$ cat src/rtl/store_pkg.sv
// store_pkg: shared size encodings, FSM states and per-size byte counts for the store path.
package store_pkg;
    localparam logic [1:0] SZ_BYTE = 2'b00;
    localparam logic [1:0] SZ_HALF = 2'b01;
    localparam logic [1:0] SZ_WORD = 2'b10;
    localparam logic [1:0] SZ_RSVD = 2'b11;
    localparam int NB_BYTE = 1;
    localparam int NB_HALF = 2;
    localparam int NB_WORD = 4;
    typedef enum logic [1:0] {IDLE, WRITE, FINISH} state_t;
    function automatic logic [1:0] last_idx(input logic [1:0] size);
        return size == SZ_BYTE ? 2'(NB_BYTE - 1) : size == SZ_HALF ? 2'(NB_HALF - 1) : 2'(NB_WORD - 1);
    endfunction
endpackage

$ cat src/rtl/store_byte_select.sv
// store_byte_select: picks byte [idx] of a 32-bit word, little-endian.
module store_byte_select (
    input  logic [31:0] data,
    input  logic [1:0]  idx,
    output logic [7:0]  byte_out
);
    assign byte_out = data[{idx, 3'b000} +: 8];
endmodule

$ cat src/rtl/store_serializer.sv
// store_serializer: splits a byte/halfword/word store into ascending byte writes.
// Define STORE_ALIGN_CHECK_EN to reject misaligned halfword/word stores.
module store_serializer
    import store_pkg::*;
(
    input  logic        clk,
    input  logic        rst_n,
    input  logic        req_valid,
    output logic        req_ready,
    input  logic [1:0]  size,
    input  logic [31:0] addr,
    input  logic [31:0] wdata,
    output logic        mem_we,
    output logic [31:0] mem_addr,
    output logic [7:0]  mem_wdata,
    input  logic        mem_ready,
    output logic        done,
    output logic        err
);
    state_t      state;
    logic [31:0] base;
    logic [31:0] data;
    logic [1:0]  cnt;
    logic [1:0]  last;
    logic        bad;
    always_comb begin
`ifdef STORE_ALIGN_CHECK_EN
        bad = size == SZ_RSVD || (size == SZ_HALF && addr[0]) || (size == SZ_WORD && addr[1:0] != 2'b00);
`else
        bad = size == SZ_RSVD;
`endif
    end
    store_byte_select u_sel (
        .data     (data),
        .idx      (cnt),
        .byte_out (mem_wdata)
    );
    // address and byte follow the latched request, so they stay put while the memory stalls
    assign mem_addr  = base + 32'(cnt);
    assign req_ready = state == IDLE;
    always_ff @(posedge clk or negedge rst_n) begin
        if (!rst_n) begin
            state  <= IDLE;
            base   <= '0;
            data   <= '0;
            cnt    <= '0;
            last   <= '0;
            mem_we <= 1'b0;
            done   <= 1'b0;
            err    <= 1'b0;
        end else begin
            done <= 1'b0;
            err  <= 1'b0;
            case (state)
                IDLE: if (req_valid) begin
                    cnt <= '0;
                    if (bad) begin
                        err <= 1'b1;
                    end else begin
                        base   <= addr;
                        data   <= wdata;
                        last   <= last_idx(size);
                        mem_we <= 1'b1;
                        state  <= WRITE;
                    end
                end
                WRITE: if (mem_ready) begin
                    if (cnt == last) begin
                        mem_we <= 1'b0;
                        done   <= 1'b1;
                        state  <= FINISH;
                    end else begin
                        cnt <= cnt + 2'd1;
                    end
                end
                FINISH: state <= IDLE;
                default: state <= IDLE;
            endcase
        end
    end
endmodule

$ cat config.mk
export PLATFORM = sky130hd
export DESIGN_NAME = store_serializer
export DESIGN_NICKNAME = d
export VERILOG_FILES = /design/src/rtl/store_pkg.sv /design/src/rtl/store_byte_select.sv /design/src/rtl/store_serializer.sv
export SDC_FILE = /design/constraint.sdc
export NUM_CORES = 1
export LEC_CHECK = 0
export BUFFER_PORTS_ARGS = -buffer_cell sky130_fd_sc_hd__buf_2
export CORE_AREA = 8 8 94 96
export CTS_CLUSTER_SIZE = 12
export DETAILED_ROUTE_END_ITERATION = 16
export DIE_AREA = 0 0 102 104
export GPL_ROUTABILITY_DRIVEN = 0
export HOLD_SLACK_MARGIN = 0.1
export PLACE_DENSITY = 0.78
export SYNTH_ARGS = -nofsm -noshare
export SYNTH_HDL_FRONTEND = slang
export SYNTH_SLANG_ARGS = --single-unit
$ cat constraint.sdc
create_clock -name clk -period 3.5 [get_ports clk]
set_input_delay 0.35 -clock clk [delete_from_list [all_inputs] [get_ports clk]]
set_output_delay 0.35 -clock clk [all_outputs]
set_load 0.02 [all_outputs]
==> metrics.txt, run 1 <==
Fmax around 360 MHz; r2r setup slk approximately 1.3 ns; crit-path max FO 10; Row Count 32; Required @ worst endpoint roughly 3.2 ns; DR pass1 iterations 4; Syn Inst Count approximately 280; WL met1 around 3300 um; critical path arrival ~2.5 ns; Post-Synth Simple-Gate Area 11.30%; gr usage total around 16%; Die X between 100 and 150 um; # hold bufs at CTS 0; multiplexer share of the synthesized area 25.12%; Place WS 1.048 ns; worst setup margin a little under 0.7 ns; Synth Area in Compound Gates 2.033%; cts repair resizes 0; largest net degree at the start of global routing 74; Synth Flop Type dfrtp_1; routed length on met2 just under 4000 um; Rel. slew slack between 30% and 40%; Post-DRT Antenna Nets 0; Crit path largest cell delay slightly below 0.7 ns; Worst Setup Start Kind flip-flop; number of CTS-inserted buffers 9; synthesized area per cell roughly 13 um2; Vias between 2000 and 3000; H-tree level count 3; Sink Count 73; Max Buffers Root-to-Sink 2; I/O Buffers around 110; Top Ports ~110; Worst Setup EP mem_addr[31]; postcts setup bufs 0; clock-pin slew on the worst setup and hold paths about 0.080 ns; Routed WL 8175 um; cell family with most CP delay simple AND/OR/NAND/NOR gates; reg2reg start state[0]$_DFFE_PN0P_; status finished, final reports clean; DR iter-0 viols between 40 and 50; DRC viols 0; total inserted antenna cells 0; Synth Register Bits 73; unrepaired setup endpoints after global routing false; Slew Limit Fails 0; critical path depth 5; FF-to-FF path depth 3; average routed wire per standard cell approximately 16 um; placed cells ~490; Worst VDD drop 0.4518 mV; CP endpoint kind primary output; synthesized cell area roughly 0.0036 mm2; Power Dens Cells roughly 950 mW/mm2; Synth cell types 40; Final Hold Fails 0; Fill cells between 600 and 700; Via density roughly 5.1; final setup vio count 0; Critical path buffers and inverters 1; Worst Tran Pin Value approximately 0.93 ns; RR Endpoint data[13]$_DFFE_PN0P_; share of cells above drive strength 1 between 40 and 50%; xor and xnor fraction of the mapped netlist area 7.719%; Setup CP Type reg2out; largest family of logic cells by synthesized area multiplexers; crit path from base[13]$_DFFE_PN0P_; Leak between 2 and 2.5 nW; core area around 0.0074 mm2; Post-synth EDFFs 0; Die Area 0.01061 mm2; highest metal used met4; Nets between 400 and 500; Syn Nets 354; register area share after synthesis 50.31%; CP max-delay cell or4b_1; met3 WL post-DR around 940 um; Clock Skews 0.009309 ns; clock insertion delay at the later pin of the skew report 0.35 ns; final worst-path cycle share about four fifths; Starting Density 48.76%; FFs w/ async S/R, synth 100.0%; antenna violations before repair 0; Util after Layout between 60% and 70%; TNS Setup 0 ns; final HPWL from detailed placement roughly 6200 um; MaxCap Viol Count 0; number of global-route vias before repair between 2000 and 3000; worst-path cell chain and4_1, or4b_1, nor4_2, xor2_1, buf_2; yosys warns 0; chip height roughly 100 um; root buf cell clkbuf_8; Post-Synth Adder-Cell Area ~1.2%; CTS tree yes; Overflow after GRT 0; Layout area overhead 26.29%; Non-Filler Instances slightly above 500; worst min-delay path class in2async; global-route wire length before repair 13320 um; Tmin final around 2.8 ns
==> per-stage QoR <==
stage | hold WS, ns | cell area, um2 | power, W
3_3_place_gp | 0.4694 | 4320 | 0.003454
5_1_grt | 0.1939 | 4586 | 0.004622
6_report | 0.1132 | 4586 | 0.004343
3_5_place_dp | 0.4762 | 4320 | 0.003522
4_1_cts | 0.1618 | 4586 | 0.004399
2_1_floorplan | 0.05441 | 3631 | 0.002887
==> synthesized netlist by cell type (2+ instances only) <==
cell type / n / area, um2
dfrtp_1: 73 / 1827
mux2_1: 35 / 394.1
and3_1: 2 / 12.51
a21oi_1: 2 / 10.01
nand2_1: 16 / 60.06
clkbuf_1: 2 / 7.510
mux4_2: 8 / 180.2
mux2_2: 30 / 337.8
nand3_1: 11 / 55.05
inv_1: 9 / 33.78
nor4_2: 5 / 62.56
buf_2: 3 / 15.01
nand2b_1: 3 / 18.77
ha_1: 2 / 25.02
buf_1: 5 / 18.77
nand4_1: 4 / 25.02
xnor2_1: 16 / 140.1
nor3_1: 7 / 35.03
nor2_1: 8 / 30.03
and4_1: 3 / 26.28
o21ai_0: 2 / 10.01
nor4b_1: 2 / 17.52
xor2_1: 16 / 140.1
==> power by group <==
part	total, W	internal, W	switching, W	leakage [nW]
combinational	0.00188	0.000869	0.00101	1.11
sequential	0.00160	0.00126	0.000335	0.866
clock	0.000866	0.000547	0.000320	0.130
==> layout make-up <==
type                    count  area, um2  area share (%)
well taps                 102      127.6           2.783
repair buffers            117      598.1           13.04
flip-flops and latches     73       1827           39.84
inverters                   9      33.78          0.7367
clock buffers               9      123.9           2.701
clock inverters             7      141.4           3.083
multi-input cells         188       1734           37.82
==> flip-flops by register name, summed over array words and instances (netlist names) <==
register / cells
err: 1
state: 2
data: 32
last: 2
base: 32
cnt: 2
done: 1
mem_we: 1
==> metal layers <==
layer	global-route usage (%)	up-vias
met1	18.54	1233
met4	6.296	0
li1	-	1237
met5	0	-
met2	25.45	94
met3	6.158	10
==> cell usage in the layout, fill, tap and decap left out, types with 9 or more instances in the layout <==
master,n
clkbuf_8,9
inv_1,9
mux2_1,35
dfrtp_1,73
xnor2_1,16
mux2_2,30
nand2_1,16
nand3_1,10
buf_2,112
xor2_1,16
==> how the worst min path moves through the flow <==
stage | from | to | depth (start not counted)
global placement | data[11]$_DFFE_PN0P_ | data[11]$_DFFE_PN0P_ | 1
global route | wdata[22] | data[22]$_DFFE_PN0P_ | 2
finish | rst_n | base[23]$_DFFE_PN0P_ | 1
detailed placement | data[4]$_DFFE_PN0P_ | data[4]$_DFFE_PN0P_ | 1
CTS | rst_n | base[23]$_DFFE_PN0P_ | 1
floorplan | rst_n | base[0]$_DFFE_PN0P_ | 0
==> kinds of logic after synthesis <==
family | Yosys count
buf+inv | 20
fa+ha+maj | 3
xor+xnor | 32
compound gates | 11
flops | 73
simple gates | 69
mux | 73
Power figures use the tool's default switching activity.
==> inputs of run 2 (changes only) <==
clock period = 2.65 ns   (was 3.5 ns; I/O delays follow)
==> run 2 against run 1 <==
  * Register-to-register slack worse by 0.43 ns
  * Clock power up 5.2%
  * Clock-buffer cell count up 3
==> metrics.txt, run 2 (same netlist as run 1, synthesis figures left out) <==
worst hold start wdata[13]; Worst VDD drop 0.5751 mV; antenna violations before repair 0; Pwr Total 0.005646 W; total inserted antenna cells 0; I/O Buffers approximately 110; critical path arrival approximately 2.4 ns; cell family with most CP delay simple AND/OR/NAND/NOR gates; FF-to-FF path depth 6; chip height 104 um; Power Dens Cells about 1200 mW/mm2; commonest non-fill, non-tap cell in the layout buf_2; Crit path largest cell delay ~0.36 ns; number of global-route vias before repair about 2800; Post-DRT Antenna Nets 0; hold worst-path end data[13]$_DFFE_PN0P_; Required @ worst endpoint around 2.4 ns; Hold Path Depth 2; sequential standard cell area around 0.0018 mm2; reg2reg start cnt[0]$_DFFE_PN0P_; Starting Density around 49%; Final Hold Fails 0; largest net degree at the start of global routing 74; final setup vio count 0; Rel. slew slack ~39%; Row Count 32; Top Registers base x32, data x32; Routed WL 8401 um; worst min-delay path class in2reg; share of cells above drive strength 1 slightly below 50%; Slew Limit Fails 0; Max Buffers Root-to-Sink 2; Fill cells between 600 and 700; TNS Setup 0 ns; Fmax around 380 MHz; CP endpoint kind primary output; clock insertion delay at the later pin of the skew report 0.34 ns; Worst Tran Pin Value approximately 0.9 ns; Critical path buffers and inverters 2; Sink Count 73; most frequent cells in the layout buf_2 (105), dfrtp_1 (71), mux2_1 (35), mux2_2 (30); r2r setup slk about 0.86 ns; gr usage total roughly 16%; Clock Skews a little under 0.009 ns; Via density ~5.2; Tmin final approximately 2.6 ns; H-tree level count 3; unrepaired setup endpoints after global routing true; Util after Layout a little under two thirds; Overflow after GRT 0; DR pass1 iterations 4; Top Ports between 100 and 150; MaxCap Viol Count 0; final HPWL from detailed placement slightly above 6000 um; root buf cell clkbuf_8; Layout area overhead 30.26%; Nets 478; Worst Setup Start Kind flip-flop; global-route wire length before repair between 10000 and 15000 um; DRC viols 0; core area between 0.007 and 0.008 mm2; CTS tree yes; Die X roughly 100 um; average routed wire per standard cell 16.41 um; DR iter-0 viols 48; clock-pin slew on the worst setup and hold paths 0.08 ns; worst-path cell chain ha_2, inv_2, fa_2, and4b_2, nand2b_4, nor4_4, xor2_1, buf_4; Die Area between 0.01 and 0.015 mm2; Leak 2.180 nW; CP max-delay cell dfrtp_1; status finished, final reports clean; Vias around 2700; crit-path max FO 4; RR Endpoint cnt[0]$_DFFE_PN0P_; number of CTS-inserted buffers 9; Multi-input gate area 0.001848 mm2; final worst-path cycle share between 90% and 100%; Setup CP Type reg2out
-- run 2: cell count changes in the layout (fill, tap and decap cells not counted), moves of 2 or more --
cell / change
buf_4: +11
buf_2: -7
bufinv_16: -3
clkbuf_8: +3
nand3_1: -3
nor4_4: +3
dfrtp_1: -2
dfrtp_2: +2
nand3_2: +2
nor4_2: -2
or4b_4: +2
xnor2_1: -2
xnor2_2: +2
-- run 2: through the flow --
| stage | worst slack (ns) | hold WS (ns) | area, um2 | cells |
|---|---|---|---|---|
| 5_1_grt | -0.1317 | 0.1166 | 4730 | 512 |
| 3_3_place_gp | 0.3332 | 0.4558 | 4347 | 490 |
| 2_1_floorplan | 0.01023 | -0.03059 | 3637 | 281 |
| 6_report | 0.01743 | 0.1314 | 4730 | 512 |
| 3_5_place_dp | 0.2745 | 0.4624 | 4347 | 490 |
| 4_1_cts | -0.0008713 | 0.1146 | 4581 | 507 |
-- run 2: worst max path at each step --
stage	from	end	slack [ns]	depth (start not counted)
3_5_place_dp	base[8]$_DFFE_PN0P_	mem_addr[27]	0.27	5
6_report	base[0]$_DFFE_PN0P_	mem_addr[26]	0.02	8
3_3_place_gp	base[8]$_DFFE_PN0P_	mem_addr[31]	0.33	5
2_1_floorplan	cnt[1]$_DFFE_PN0P_	mem_addr[16]	0.01	7
5_1_grt	base[0]$_DFFE_PN0P_	mem_addr[12]	-0.13	8
4_1_cts	base[0]$_DFFE_PN0P_	mem_addr[12]	-0.0009	8
-- run 2: cell type report --
class / instances / share of cell area (%)
clock inverter: 4 / 1.058
timing repair buffer: 123 / 14.29
multi-input combinational: 189 / 39.07
tap: 102 / 2.698
sequential: 73 / 38.68
clock buffer: 12 / 3.492
inverter: 9 / 0.7143
-- run 2: report_power, final --
part,switching [W],total [W],internal (W)
Sequential,0.000478,0.00215,0.00167
Clock,0.000401,0.000911,0.000510
Combinational,0.00137,0.00259,0.00122
Total,0.00224,0.00565,0.00340
-- run 2: routing by layer --
metal  global-route usage (%)  routed length, um  up-vias  part of all wire [%]
met2                    24.66               3913      109                    47
met4                    5.771                103        0                   1.2
met3                    6.024                890        8                    11
met1                    19.53               3493     1306                    42
li1                         -                  -     1252                     -
met5                        0                  0        -                     0
-- run 2: timing repair --
item | in CTS | in global routing
endpoints found under the setup margin | 15 | 14
pin swaps | 0 | 7
setup buffers | 0 | 4
hold buffers | 1 | 0
hold endpoints to repair | 64 | 0
gates resized for setup | 3 | 26
gates cloned | 0 | 1
